==> config.mk <==
export PLATFORM = sky130hd
export DESIGN_NAME = pipe_stage_buf_flat
export DESIGN_NICKNAME = d
export VERILOG_FILES = /design/src/rtl/pipe_stage_buf_pkg.sv /design/src/rtl/pipe_stage_buf_if.sv /design/src/rtl/pipe_stage_buf_slot.sv /design/src/rtl/pipe_stage_buf.sv /design/src/flat_wrapper.sv
export SDC_FILE = /design/constraint.sdc
export NUM_CORES = 1
export LEC_CHECK = 0
export CAP_MARGIN = 20
export CORE_AREA = 10 10 162 179
export DETAILED_ROUTE_END_ITERATION = 6
export DIE_AREA = 0 0 172 189
export HOLD_SLACK_MARGIN = 0.12
export PLACE_DENSITY_LB_ADDON = 0.25
export SLEW_MARGIN = 30
export SYNTH_ARGS = -nofsm -noshare
export SYNTH_HDL_FRONTEND = slang
export SYNTH_SLANG_ARGS = --single-unit
==> constraint.sdc <==
create_clock -name clk -period 2.6 [get_ports clk]
set_input_delay 0.52 -clock clk [delete_from_list [all_inputs] [get_ports clk]]
set_output_delay 0.52 -clock clk [all_outputs]
set_load 0.1 [all_outputs]
==> src/rtl/pipe_stage_buf_pkg.sv <==
// Shared types and constants for the pipeline stage buffer.
package pipe_buf_pkg;

  localparam int WB_W   = 2;
  localparam int MEM_W  = 9;
  localparam int EX_W   = 14;
  localparam int CTRL_W = WB_W + MEM_W + EX_W;

  // Field offsets into the control bundle, Ex in the low bits.
  localparam int EX_LSB  = 0;
  localparam int MEM_LSB = EX_W;
  localparam int WB_LSB  = EX_W + MEM_W;

  // Encoding matches {s_valid, m_valid}.
  typedef enum logic [1:0] {
    EMPTY = 2'b00,
    HALF  = 2'b01,
    FULL  = 2'b11
  } buf_state_t;

  // The skid slot is never valid while the main slot is empty.
  function automatic buf_state_t state_of(input logic s_valid, input logic m_valid);
    case ({s_valid, m_valid})
      2'b00:   return EMPTY;
      2'b01:   return HALF;
      default: return FULL;
    endcase
  endfunction

endpackage

==> src/rtl/pipe_stage_buf_if.sv <==
// Handshake and bus signals of one pipeline stage buffer.
interface pipe_stage_buf_if #(
  parameter int CTRL_W = 25,
  parameter int DATA_W = 90,
  parameter int CNT_W  = 16
) ();

  logic              i_valid;
  logic              o_ready;
  logic [CTRL_W-1:0] i_ctrl;
  logic [DATA_W-1:0] i_data;
  logic              i_flush;
  logic              o_valid;
  logic              i_ready;
  logic [CTRL_W-1:0] o_ctrl;
  logic [DATA_W-1:0] o_data;
  logic [CNT_W-1:0]  o_stall_cnt;

  // The buffer itself.
  modport slave (
    input  i_valid, i_ctrl, i_data, i_flush, i_ready,
    output o_ready, o_valid, o_ctrl, o_data, o_stall_cnt
  );

  // The surrounding pipeline (upstream producer plus downstream consumer).
  modport master (
    output i_valid, i_ctrl, i_data, i_flush, i_ready,
    input  o_ready, o_valid, o_ctrl, o_data, o_stall_cnt
  );

endinterface

==> src/rtl/pipe_stage_buf_slot.sv <==
// One valid+ctrl+data holding register of the stage buffer.
module pipe_buf_slot #(
  parameter int CTRL_W = 25,
  parameter int DATA_W = 90
) (
  input  logic              clk,
  input  logic              rst,
  input  logic              load,
  input  logic              drop,
  input  logic              clear,
  input  logic              clear_data,
  input  logic [CTRL_W-1:0] d_ctrl,
  input  logic [DATA_W-1:0] d_data,
  output logic              valid,
  output logic [CTRL_W-1:0] ctrl,
  output logic [DATA_W-1:0] data
);

  // Priority: reset, flush clear, load, drop; contents move only on load.
  always_ff @(negedge clk) begin
    if (!rst) begin
      valid <= 1'b0;
      ctrl  <= '0;
      data  <= '0;
    end else if (clear) begin
      valid <= 1'b0;
      ctrl  <= '0;
      if (clear_data) data <= '0;
    end else if (load) begin
      valid <= 1'b1;
      ctrl  <= d_ctrl;
      data  <= d_data;
    end else if (drop) begin
      valid <= 1'b0;
    end
  end

endmodule

==> src/rtl/pipe_stage_buf.sv <==
// Pipeline stage register with valid/ready, optional skid slot, flush and
// a saturating stall counter. All state moves on the falling clock edge.
module pipe_stage_buf #(
  parameter int CTRL_W            = pipe_buf_pkg::CTRL_W,
  parameter int DATA_W            = 90,
  parameter int SKID              = 1,
  parameter int CLR_DATA_ON_FLUSH = 0,
  parameter int CNT_W             = 16
) (
  input logic            clk,
  input logic            rst,
  pipe_stage_buf_if.slave bus
);
  import pipe_buf_pkg::*;

  logic              accept, emit, ready;
  logic              m_valid, m_load, m_drop;
  logic [CTRL_W-1:0] m_ctrl, m_ctrl_d;
  logic [DATA_W-1:0] m_data, m_data_d;
  logic [CNT_W-1:0]  stall_cnt;
  logic              clr_data;

  assign accept   = bus.i_valid & ready;
  assign emit     = m_valid & bus.i_ready;
  assign clr_data = (CLR_DATA_ON_FLUSH != 0);

  assign bus.o_ready     = ready;
  assign bus.o_valid     = m_valid;
  assign bus.o_ctrl      = m_valid ? m_ctrl : '0;
  assign bus.o_data      = m_data;
  assign bus.o_stall_cnt = stall_cnt;

  pipe_buf_slot #(.CTRL_W(CTRL_W), .DATA_W(DATA_W)) u_main (
    .clk        (clk),
    .rst        (rst),
    .load       (m_load),
    .drop       (m_drop),
    .clear      (bus.i_flush),
    .clear_data (clr_data),
    .d_ctrl     (m_ctrl_d),
    .d_data     (m_data_d),
    .valid      (m_valid),
    .ctrl       (m_ctrl),
    .data       (m_data)
  );

  if (SKID != 0) begin : g_skid
    logic              s_valid, s_load, s_drop, ready_q;
    logic [CTRL_W-1:0] s_ctrl;
    logic [DATA_W-1:0] s_data;
    buf_state_t        state;

    assign state = state_of(s_valid, m_valid);

    // FULL refills main from skid; otherwise main takes the incoming beat.
    assign m_load   = (state == FULL) ? emit : (accept & ((state == EMPTY) | emit));
    assign m_drop   = (state == HALF) & !accept & emit;
    assign s_load   = (state == HALF) & accept & !emit;
    assign s_drop   = (state == FULL) & emit;
    assign m_ctrl_d = (state == FULL) ? s_ctrl : bus.i_ctrl;
    assign m_data_d = (state == FULL) ? s_data : bus.i_data;

    pipe_buf_slot #(.CTRL_W(CTRL_W), .DATA_W(DATA_W)) u_skid (
      .clk        (clk),
      .rst        (rst),
      .load       (s_load),
      .drop       (s_drop),
      .clear      (bus.i_flush),
      .clear_data (clr_data),
      .d_ctrl     (bus.i_ctrl),
      .d_data     (bus.i_data),
      .valid      (s_valid),
      .ctrl       (s_ctrl),
      .data       (s_data)
    );

    // Registered ready tracks the next value of !s_valid.
    always_ff @(negedge clk) begin
      if (!rst)             ready_q <= 1'b1;
      else if (bus.i_flush) ready_q <= 1'b1;
      else if (s_load)      ready_q <= 1'b0;
      else if (s_drop)      ready_q <= 1'b1;
    end

    assign ready = ready_q;
  end else begin : g_single
    assign ready    = !m_valid | bus.i_ready;
    assign m_load   = accept;
    assign m_drop   = emit & !accept;
    assign m_ctrl_d = bus.i_ctrl;
    assign m_data_d = bus.i_data;
  end

  // Count edges where a held beat is refused downstream; saturate, keep through flush.
  always_ff @(negedge clk) begin
    if (!rst)
      stall_cnt <= '0;
    else if (m_valid && !bus.i_ready && (stall_cnt != {CNT_W{1'b1}}))
      stall_cnt <= stall_cnt + 1'b1;
  end

endmodule

==> src/flat_wrapper.sv <==
// flat-port wrapper written by rule: the top's interface ports become plain ports
module pipe_stage_buf_flat import pipe_buf_pkg::*;
#(
  parameter int CTRL_W            = pipe_buf_pkg::CTRL_W,
  parameter int DATA_W            = 90,
  parameter int SKID              = 1,
  parameter int CLR_DATA_ON_FLUSH = 0,
  parameter int CNT_W             = 16
)
  (clk, rst, bus_i_valid, bus_i_ctrl, bus_i_data, bus_i_flush, bus_i_ready, bus_o_ready, bus_o_valid, bus_o_ctrl, bus_o_data, bus_o_stall_cnt);
  pipe_stage_buf_if #(.CTRL_W(CTRL_W), .DATA_W(DATA_W), .CNT_W(CNT_W)) bus_i ();
  input logic clk;
  input logic rst;
  input wire logic [$bits(bus_i.i_valid)-1:0] bus_i_valid;
  input wire logic [$bits(bus_i.i_ctrl)-1:0] bus_i_ctrl;
  input wire logic [$bits(bus_i.i_data)-1:0] bus_i_data;
  input wire logic [$bits(bus_i.i_flush)-1:0] bus_i_flush;
  input wire logic [$bits(bus_i.i_ready)-1:0] bus_i_ready;
  output wire logic [$bits(bus_i.o_ready)-1:0] bus_o_ready;
  output wire logic [$bits(bus_i.o_valid)-1:0] bus_o_valid;
  output wire logic [$bits(bus_i.o_ctrl)-1:0] bus_o_ctrl;
  output wire logic [$bits(bus_i.o_data)-1:0] bus_o_data;
  output wire logic [$bits(bus_i.o_stall_cnt)-1:0] bus_o_stall_cnt;
  assign bus_i.i_valid = bus_i_valid;
  assign bus_i.i_ctrl = bus_i_ctrl;
  assign bus_i.i_data = bus_i_data;
  assign bus_i.i_flush = bus_i_flush;
  assign bus_i.i_ready = bus_i_ready;
  assign bus_o_ready = bus_i.o_ready;
  assign bus_o_valid = bus_i.o_valid;
  assign bus_o_ctrl = bus_i.o_ctrl;
  assign bus_o_data = bus_i.o_data;
  assign bus_o_stall_cnt = bus_i.o_stall_cnt;
  pipe_stage_buf #(.CTRL_W(CTRL_W), .DATA_W(DATA_W), .SKID(SKID), .CLR_DATA_ON_FLUSH(CLR_DATA_ON_FLUSH), .CNT_W(CNT_W)) u_core (.clk(clk), .rst(rst), .bus(bus_i));
endmodule
# Word-level counts from Yosys, hierarchy flattened
# Cells that the tools add are included.
# word_totals
regBits	249
input_bits	120
output_inout_bits	133
elab_cells	47
# classes
n_addsub	1
bitwise_logic	11
n_reduce_logical	12
n_eq_ne	4
muxes	11
# ops
operator	count
two-way mux 90 bit	1
two-way mux 25 bit	2
adder 16 x 1 -> 16 bit (second input constant)	1
inequality test 16 bit (second input constant)	1
bitwise AND 1 bit	8
two-way mux 1 bit	7
equality test 2 x 1 -> 1 bit (second input constant)	2
logical NOT 2 bit	2
case mux 2 bit (2 select lines)	1
AND reduction 2 bit	2
nonzero test 2 bit	2
logical NOT 1 bit	3
equality test 2 bit (second input constant)	1
logical AND 1 bit	2
NOT 1 bit	2
OR reduction 2 bit	1
bitwise OR 1 bit	1

# Depth between registers and ports, before layout
# depth
depth_word	7
ltp_mapped	7

# Hierarchy
# A second synthesis with hierarchy kept.
# unflattened
cells_unflattened	1249
hier_area_um2	11977.7
# modules_own_cells
mod	seq_area_each_um2	cells_per_inst	n_inst	area_each_um2
pipe_buf_slot	2322.2	489	2	4787.1
pipe_stage_buf	340.3	271	1	2403.6

==> out/summary.txt <==
First-pass GRT wire length -> 51900 um
Final worst slack -> -650 ps
CTS Root Buffer Type -> clkbuf_16
Hpwl dp -> 20800 um
DRC viols -> 0
Vias in the first global route -> 10600
Critical Path AT -> 2730 ps
Main synth FF type -> dfxtp_1
Final Cell Area -> 19100 um2
Dpl cell area -> 14800 um2
FP Rows -> 61
Num CTS Buffers -> 27
Netlist Area Pre-Place -> 10000 um2
First DRT Iteration DRCs -> 677
Power Dens Cells -> 646 nW/um2
Core ar. -> 25200 um2
Max-cap violations -> 0
Port Buffers -> 252
Seq/Total Area, Yosys -> 0.498
Critical Path Start Type -> register
Post-Syn Nets -> 1276
Global route overflow -> 0
Worst-Margin Slew -> 924 ps
Clk_skew -> 41.0 ps
Nets@finish -> 1858
Yosys cell types -> 32
Pleak -> 8.02 nW
Synth Register Bits -> 249
Post-synthesis cell count -> 1155
EDFF count, synth -> 0
I/O pin count -> 253
GRT Total Usage -> 0.194
CTS HTree Levels -> 1
Final setup violation count -> 281
Syn avg cell area -> 8.67 um2
Antenna violations before repair -> 4
Number of nets still failing antenna checks after routing -> 0
Layout area overhead -> 90.6%
Drt first pass iters -> 7
Clock transition at path regs -> 40 ps
Critical path capture point type -> output pin
Die H -> 189 um
CTS Buffer Depth -> 3
Total clock sinks -> 249
CTS tree -> done
Share of layout cells above drive strength 1 -> 0.377
Max IR drop VDD -> 0.610 mV
Vias after detailed routing -> 10900
Hold Slack -> 449 ps
Die W -> 172 um
Die Area -> 32500 um2
Min-delay worst type -> register to register
Post-synth ARST share -> 0
Starting Density -> 0.397
Total of warnings raised by yosys -> 0
Routability congestion estimate -> 0.796
Final hold vios -> 0
Failing checks -> setup timing
Pin count of the biggest net entering global routing -> 61
Via density -> 5.24
Worst-skew pair later-pin latency -> 620 ps
Unrepaired setup endpoints after global routing -> yes
Crit Path Class -> register to output pin
Final Slew Violations -> 0
Slew HR -> 0.384
Worst-path maximum fanout -> 14
Worst EP required -> 2080 ps
Drt wl/cell -> 18.5 um
DRT Wirelength -> 38400 um
Status -> complete, but fails checks
-- cells by family (layout without fill, tap and decap cells) --
family / Yosys count / count (layout) / share of synthesized area
AO/OA/AOI/OAI: 262 / 262 / 0.164
adder cells (fa/ha/maj): 1 / 1 / 0.00125
buffers and inverters: 102 / 703 / 0.0423
flip-flops: 249 / 249 / 0.498
multiplexers: 119 / 119 / 0.119
other: 0 / 3 / 0
AND/OR/NAND/NOR: 422 / 422 / 0.175
-- stage by stage --
step                      instances   util  power, mW  setup TNS [ps]  setup slack (ps)
after floorplan                1155      -       5.83         -123090              -438
after global placement         1696  0.587       6.70         -219440              -952
after detailed placement       1696  0.587       6.72         -224520             -1030
after CTS                      2025  0.689       12.2          -53560              -654
after global routing           2074  0.757       13.0          -74950              -698
final                          2074  0.757       12.3          -61540              -650
-- worst max-delay path, cell delays in order (launching register included) --
cell	delay, ps
dfxtp_4	360
buf_12	140
and2_4	160
buf_12	170
-- where the power goes --
group / total, mW / leakage [nW] / internal, mW / switching, mW
Sequential: 4.12 / 2.08 / 3.99 / 0.138
Combinational: 2.30 / 4.13 / 0.948 / 1.35
Clock: 5.89 / 1.81 / 3.19 / 2.70
Total: 12.3 / 8.02 / 8.12 / 4.19
-- path summary, 6_finish.rpt --
| kind | slack [ps] | cells past startpoint | endpoint | start |
|---|---|---|---|---|
| setup / recovery | -650 | 3 | bus_o_ctrl[4] | u_core.u_main.valid |
| setup reg to reg | 460 | 11 | u_core.u_main.data[64] | u_core.u_main.valid |
| hold reg to reg | 450 | 2 | u_core.g_skid.u_skid.ctrl[22] | u_core.g_skid.u_skid.ctrl[22] |
| hold / removal | 450 | 2 | u_core.g_skid.u_skid.ctrl[22] | u_core.g_skid.u_skid.ctrl[22] |
-- cells in the final DEF, fill, tap and decap left out, types with 6 or more instances in the layout --
cell type / n
a211oi_1: 70
a211oi_2: 45
a21oi_1: 61
a21oi_2: 67
and2_4: 25
buf_12: 162
buf_16: 7
buf_4: 73
buf_6: 21
bufinv_16: 8
clkbuf_16: 43
clkdlybuf4s50_1: 115
dfxtp_1: 140
dfxtp_2: 76
dfxtp_4: 33
inv_1: 257
mux2i_1: 119
nand2_1: 180
nand2_2: 12
nand2_4: 50
nor2_1: 104
nor2_2: 7
o31ai_1: 6
or4_1: 7
-- metal layers --
metal | GRT usage | vias to the layer above | part of all wire
li1 | - | 5187 | -
met1 | 0.205 | 5202 | 0.38
met2 | 0.318 | 405 | 0.51
met3 | 0.0920 | 79 | 0.082
met4 | 0.0896 | 2 | 0.028
met5 | 0 | - | 0.00034
-- synthesized netlist by cell type, types with 2 or more instances --
cell / count / area share
dfxtp_1: 249 / 0.50
nand2_1: 242 / 0.091
a21oi_1: 129 / 0.065
mux2i_1: 119 / 0.12
nor2_1: 116 / 0.044
a211oi_1: 115 / 0.086
clkbuf_1: 68 / 0.026
buf_2: 26 / 0.013
and2_1: 25 / 0.016
or4_1: 8 / 0.0060
nand3_1: 6 / 0.0030
o31ai_1: 6 / 0.0045
inv_1: 5 / 0.0019
nand2b_1: 5 / 0.0031
nand4_1: 5 / 0.0031
or3_1: 5 / 0.0031
o21ai_0: 4 / 0.0020
nor4_1: 3 / 0.0019
or2_2: 3 / 0.0019
buf_4: 2 / 0.0015
o311ai_0: 2 / 0.0018
o41ai_1: 2 / 0.0018
-- repair_timing --
item                                   CTS  global route
endpoints found under the hold margin    0             0
pin swaps                                6           185
setup endpoints to repair              378           251
cloned                                   7            18
gates resized for setup                151           295
buffers inserted                        26            30
hold buffers                             0             0
-- layout make-up --
class	count	area, um2
Fill cell	1566	6110
Timing Repair Buffer	402	5870
Multi-Input combinational cell	804	5660
Sequential cell	249	5200
Clock inverter	270	1240
Clock buffer	27	676
Tap cell	315	394
Inverter	4	20.0
Antenna cell	3	7.51
-- registers in the layout, summed over array words and instances (netlist names) --
register and cells:
u_core.bus.o_ready 1, u_core.g_skid.u_skid.data 90, u_core.u_main.valid 1, u_core.bus.o_stall_cnt 16, u_core.g_skid.u_skid.ctrl 25, u_core.u_main.data 90, u_core.g_skid.u_skid.valid 1, u_core.u_main.ctrl 25
(Power assumes the default switching activity.)
